## src/rtl/ripple_count_sampler.sv

```systemverilog
// ripple_count_sampler: synchronize, glitch-filter and accumulate a ripple counter value; RCS_SETTLE_TIMEOUT_EN adds a settle timeout with settle_err
module ripple_count_sampler #(
  parameter int CNT_W      = 4,
  parameter int ACC_W      = 16,
  parameter int STABLE_CYC = 2
) (
  input  logic             clk,
  input  logic             reset,
  input  logic [CNT_W-1:0] cnt_in,
  input  logic             sample_req,
  input  logic [ACC_W-1:0] thresh,
  output logic             out_valid,
  input  logic             out_ready,
  output logic [CNT_W-1:0] out_count,
  output logic [CNT_W-1:0] out_delta,
  output logic [ACC_W-1:0] total,
  output logic             thresh_hit,
  output logic             overflow,
  output logic             busy
`ifdef RCS_SETTLE_TIMEOUT_EN
  ,
  output logic             settle_err
`endif
);
  typedef enum logic [1:0] {IDLE, SETTLE, EMIT} state_t;
  state_t           state;
  logic [CNT_W-1:0] s1, s2, cand, last, delta;
  logic [3:0]       stab;
  logic [ACC_W:0]   sum;
  logic             stable_hit, accept;
  assign delta      = cand - last;
  assign sum        = {1'b0, total} + {{(ACC_W + 1 - CNT_W){1'b0}}, delta};
  assign stable_hit = state == SETTLE && s2 == cand && stab + 4'd1 == 4'(STABLE_CYC);
  assign busy       = state != IDLE;
`ifdef RCS_SETTLE_TIMEOUT_EN
  logic [4:0] tmo;
  assign accept = stable_hit || (state == SETTLE && tmo == 5'd31);
`else
  assign accept = stable_hit;
`endif
  // two-flop synchronizer for the asynchronous ripple value
  always_ff @(posedge clk) begin
    if (!reset) begin
      s1 <= '0;
      s2 <= '0;
    end else begin
      s1 <= cnt_in;
      s2 <= s1;
    end
  end
  // sample / settle / emit control with registered results
  always_ff @(posedge clk) begin
    if (!reset) begin
      state      <= IDLE;
      cand       <= '0;
      last       <= '0;
      stab       <= '0;
      out_count  <= '0;
      out_delta  <= '0;
      total      <= '0;
      out_valid  <= 1'b0;
      thresh_hit <= 1'b0;
      overflow   <= 1'b0;
`ifdef RCS_SETTLE_TIMEOUT_EN
      tmo        <= '0;
      settle_err <= 1'b0;
`endif
    end else begin
      thresh_hit <= total >= thresh;
      case (state)
        IDLE: if (sample_req) begin
          cand  <= s2;
          stab  <= 4'd1;
          state <= SETTLE;
`ifdef RCS_SETTLE_TIMEOUT_EN
          tmo   <= '0;
`endif
        end
        SETTLE: begin
`ifdef RCS_SETTLE_TIMEOUT_EN
          tmo <= tmo + 5'd1;
`endif
          if (accept) begin
            out_count <= cand;
            out_delta <= delta;
            last      <= cand;
            total     <= sum[ACC_W-1:0];
            overflow  <= overflow | sum[ACC_W];
            out_valid <= 1'b1;
            state     <= EMIT;
`ifdef RCS_SETTLE_TIMEOUT_EN
            settle_err <= !stable_hit;
`endif
          end else if (s2 == cand) begin
            stab <= stab + 4'd1;
          end else begin
            cand <= s2;
            stab <= 4'd1;
          end
        end
        EMIT: if (out_ready) begin
          out_valid <= 1'b0;
          state     <= IDLE;
`ifdef RCS_SETTLE_TIMEOUT_EN
          settle_err <= 1'b0;
`endif
        end
        default: state <= IDLE;
      endcase
    end
  end
endmodule

```

## config.mk

```make
export PLATFORM = sky130hd
export DESIGN_NAME = ripple_count_sampler
export DESIGN_NICKNAME = d
export VERILOG_FILES = /design/src/rtl/ripple_count_sampler.sv
export SDC_FILE = /design/constraint.sdc
export NUM_CORES = 1
export LEC_CHECK = 0
export CAP_MARGIN = 40
export CORE_ASPECT_RATIO = 1.4
export CORE_MARGIN = 4
export CORE_UTILIZATION = 40
export CTS_BUF_LIST = sky130_fd_sc_hd__clkbuf_2 sky130_fd_sc_hd__clkbuf_4 sky130_fd_sc_hd__clkbuf_8
export CTS_CLUSTER_SIZE = 25
export DETAILED_ROUTE_END_ITERATION = 12
export PLACE_DENSITY = 0.72
export SYNTH_ARGS = -nofsm -noshare
export SYNTH_HDL_FRONTEND = slang
export SYNTH_SLANG_ARGS = --single-unit
```

## constraint.sdc

```tcl
create_clock -name clk -period 3.85 [get_ports clk]
set_input_delay 0.385 -clock clk [delete_from_list [all_inputs] [get_ports clk]]
set_output_delay 0.385 -clock clk [all_outputs]
set_load 0.005 [all_outputs]
```

# == After elaboration in Yosys (flattened, before gate mapping) ==
# Index checks and enable logic that the tools add are counted.
# op_classes
n_addsub,3
order_cmp,1
eq_ne,9
n_mux,15
bitwise,1
reduce_logical,11
# ops
operator,count
$mux 4,6
$add 16x4->17,1
$ge 16x16->1,1
$pmux 4 s2,2
$ne 2x2->1 const B,5
$reduce_and 3->1,3
$mux 2,3
$pmux 2 s3,1
$reduce_bool 2->1,3
$add 4x1->4 const B,1
$eq 4x2->1 const B,1
$eq 4x4->1,1
$reduce_and 4->1,1
$sub 4x4->4,1
$eq 2x1->1 const B,1
$eq 2x2->1 const B,1
$logic_and 1x1->1,2
$logic_not 2->1,1
$mux 1,2
$pmux 1 s2,1
$reduce_and 2->1,1
$or 1x1->1,1
# totals
register_bits,45
inputBits,24
out_inout_bits,28

# == Depth between registers and ports, before layout ==
# depth
word_depth,5
ltp_mapped,12
depth_no_buf,12

# == Worst setup path after synthesis ==
# No wires, ideal clock.
# synth_path
path_kind,flip-flop to flip-flop
startpoint,register last[1]
endpoint,register total[13]
setup_time_ps,70
arrival_time_ps,2670
setup_slack_ps,1109
stages_incl_launch_ff,13
path_buffers,0
synth_period_minus_slack_ps,2741
path_cell_list,dfxtp_1 -> inv_1 -> ha_1 -> nor2b_1 -> o21ai_0 -> nand3_1 -> and2_1 -> ha_1 -> o21ai_0 -> o21bai_1 -> nand3_1 -> or4_1 -> a21oi_1
# synth_via
elab_chain_cells,2
# synth_lines
element,line,rtl
"start, declared",27,"logic [CNT_W-1:0] s1, s2, cand, last, delta;"
"start signal, assigned",86,last <= cand;
$sub 4x4->4,31,assign delta = cand - last;
named net delta[3],27,
$add 16x4->17,32,"assign sum = {1'b0, total} + {{(ACC_W + 1 - CNT_W){1'b0}}, delta};"
"end signal, assigned",87,total <= sum[ACC_W-1:0];
"end, declared",16,"output logic [ACC_W-1:0] total,"
# The timed path passes the listed nets, and every way through them passes these cells.
# A chain may end at the register's enable or synchronous reset.

# == Final worst setup path ==
# layout_path
startpoint,register last[1]
endpoint,register total[9]
# Same word-level chain as after synthesis.

==> impl_results.md <==
* Overall power consumption at about 0.9 mW
* Total via count in the routed design at 2163
* Area share of the leading cell type in the synthesized netlist at a little over a third
* 1st-pass router iterations at 4
* Run status: completed
* Deepest clock path buffer count at 2
* Setup repair after global routing missed its margin: false
* Cts hold-fix bufs at 0
* P&R area growth vs syn at 26.1%
* Wire length of the first global-routing pass at ~9200 µm
* Fin Setup TNS at 0 ns
* Routability congestion estimate from global placement at 0.778
* Number of CTS-inserted buffers at 5
* Proportion of register bits with asynchronous set or reset after synthesis at 0%
* Worst setup SP type: register
* MaxCap Viol Count at 0
* Final critical delay including setup and external delays at 3.06 ns
* Req. time, crit path at 4.09 ns
* Max Clock Skew at 0.00562 ns
* Final-stage net count at roughly 390
* Num ports at 52
* Count of clock tree sinks at 45
* Worst stage delay on the critical path at 0.55 ns
* Max frequency at about 0.33 GHz
* Horizontal die dimension at 74.7 µm
* Type of destination of the critical path: register
* Aggregate global routing overflow at 0
* Class of the worst hold path: register to register
* Count of buffers inserted at the top-level ports at 51
* # H-tree levels at 2
* Net count after synthesis at about 340
* EDFF count, synth at 0
* Initial Util at 42.0%
* Most instantiated flip-flop cell in the synthesis netlist: dfxtp_1
* Area of the core at 0.00595 mm²
* Post-CTS Setup Repair Bufs at 0
* HPWL after detailed placement at 4010 µm
* Via count of the first global-routing pass at between 2000 and 2500
* Maximum fanout along the worst path at 8
* Arrival @ worst endpoint at between 3 and 4 ns
* Netlist area before placement at 0.00249 mm²
* Count leader, synth: dfxtp_1
* Clock-pin slew on the worst setup and hold paths at 0.09 ns
* Post-CTS sizing at 0
* Maximum VDD drop at between 0.00015 and 0.0002 V
* Total GRT Usage at 15.5%
* Share of post-route cells with drive strength above 1 at 4.09%
* Setup slack at placement at 0.809 ns
* Cell count after synthesis at 290
* Slew of the pin with the lowest slew margin at roughly 0.7 ns
* Cells along the critical path: inv_1, ha_1, nor2b_1, o21ai_0, nand3_1, and2_1, ha_1, o21ai_0, o21bai_1, nand3_1, or4_1, a21oi_1
* Via/cell ratio at about 5.3
* Number of hold violations in the final report at 0
* Die height at 101 µm
* Number of warnings reported in the yosys synthesis log at 0
* Final hold slack at 0.437 ns
* Count of unique library cells instantiated by Yosys at 49
* Critical path class: register to register
* Total die area at 0.00758 mm²
* Fill cell total of the finished layout at 571
* Power per cell area at 287 mW/mm²
* Worst Setup Slack, final at 0.795 ns
* Relative max-transition margin at 53.3%
* Setup-violating endpoint count in the final report at 0
* Cell chosen for the clock root: clkbuf_8
* Clock insertion delay at the later pin of the skew report at 0.30 ns
* Cell type contributing the most total cell area after synthesis: dfxtp_1
* Slowest cell on the critical path: or4_1
* Largest cells by area after synthesis: dfxtp_1, ha_1, a21oi_1
* Post-synthesis average cell area at 8.60 µm²
* Fraction of the cycle the final worst path needs at 79.4%
* Routed len/inst at about 13 µm
* Pin count of the biggest net entering global routing at 27
* Detailed-route wire length at ~5400 µm
* Proportion of synthesized chip area in sequential cells at 36.1%
* ANT cells at 0
* Remaining number of nets flagged by the antenna check after routing at 0
* Static leakage at 1.29 nW
* Standard-cell rows at 33
* DRC at 0
* Antenna violations before repair at 0
* Ranking of synthesized cells by instance count: dfxtp_1, inv_1, a21oi_1, nand2_1, ha_1
* Initial DRC Count at 107
* Number of slew-limit violations in the final report at 0
* Clock tree from TritonCTS: done
* #FFs+latches synth at 45
[power breakdown]
part / internal [mW] / switching, mW / leakage [nW]
logic: 0.0609 / 0.0559 / 0.881
registers: 0.477 / 0.0114 / 0.365
clock network: 0.129 / 0.168 / 0.0445
total: 0.667 / 0.236 / 1.29
[worst max-delay path: cells and delay by family (launching register included)]
kind | cells | cell delay (ns)
AO/OA/AOI/OAI | 4 | 0.71
buffers and inverters | 1 | 0.09
adder cells (fa/ha/maj) | 2 | 0.61
AND/OR/NAND/NOR | 5 | 1.23
flip-flops | 1 | 0.36
[per-stage QoR]
step	std cells	cell area (µm²)	util, %
after floorplan	290	2490	-
after global placement	404	3060	51.4
after detailed placement	404	3060	51.4
after CTS	412	3150	52.9
after global routing	412	3150	52.9
final	412	3150	52.9
[registers in the layout, summed over array words and instances, names as in the netlist]
register,count
s2,4
out_delta,4
cand,4
stab,4
out_valid,1
state,2
s1,4
thresh_hit,1
overflow,1
total,16
last,4
[cell usage in the layout, fill, tap and decap left out, types with 2 or more instances in the layout]
| cell | netlist | routed |
|---|---|---|
| nor3_1 | 6 | 6 |
| xnor2_1 | 2 | 2 |
| nand4_1 | 3 | 3 |
| o21bai_1 | 2 | 2 |
| a21o_1 | 6 | 6 |
| or4_1 | 5 | 5 |
| dfxtp_1 | 45 | 45 |
| inv_1 | 30 | 30 |
| xor2_1 | 5 | 5 |
| o211ai_1 | 3 | 3 |
| nor2_1 | 13 | 13 |
| mux2i_1 | 4 | 4 |
| o31ai_1 | 4 | 4 |
| and2_1 | 9 | 9 |
| clkdlybuf4s50_1 | 0 | 51 |
| nand2_1 | 27 | 27 |
| o21ai_0 | 12 | 12 |
| nand2b_1 | 7 | 7 |
| or3_1 | 7 | 7 |
| nand3_1 | 9 | 9 |
| a21oi_1 | 28 | 28 |
| clkbuf_8 | 0 | 5 |
| fa_1 | 2 | 2 |
| a211oi_1 | 3 | 3 |
| a311oi_1 | 2 | 2 |
| o21a_1 | 3 | 3 |
| ha_1 | 25 | 25 |
[path summary, 6_finish.rpt]
kind	slack [ns]	to	depth (start not counted)	from
worst max register to register	0.79	total[9]$_SDFFE_PN0P_	12	last[1]$_SDFFE_PN0P_
worst min-delay path	0.44	s2[3]$_SDFF_PN0_	1	s1[3]$_SDFF_PN0_
worst min register to register	0.44	s2[3]$_SDFF_PN0_	1	s1[3]$_SDFF_PN0_
worst max-delay path	0.79	total[9]$_SDFFE_PN0P_	12	last[1]$_SDFFE_PN0P_
[routing by layer]
layer	vias up	routed length [µm]	GRT usage, %
met5	-	0	0
li1	1120	-	-
met3	10	239	3.18
met1	985	2290	17.6
met2	48	2710	27.5
met4	0	119	6.30
[final cells by class]
cell class / instances / area [µm²] / share of cell area [%]
multi-input cells: 206 / 1430 / 45.6
flip-flops and latches: 45 / 901 / 28.6
repair buffers: 52 / 518 / 16.5
well taps: 70 / 87.6 / 2.78
clock inverters: 3 / 21.3 / 0.676
inverters: 31 / 116 / 3.70
clock buffers: 5 / 68.8 / 2.19
[kinds of logic after synthesis]
group,after synthesis,synth area share [%]
buffers and inverters,39,6.42
adder cells (fa/ha/maj),27,14.1
flip-flops,45,36.1
multiplexers,4,1.60
AO/OA/AOI/OAI,72,18.3
XOR/XNOR,7,2.46
AND/OR/NAND/NOR,96,21.0
No activity file was read; power rests on OpenSTA's default activity.
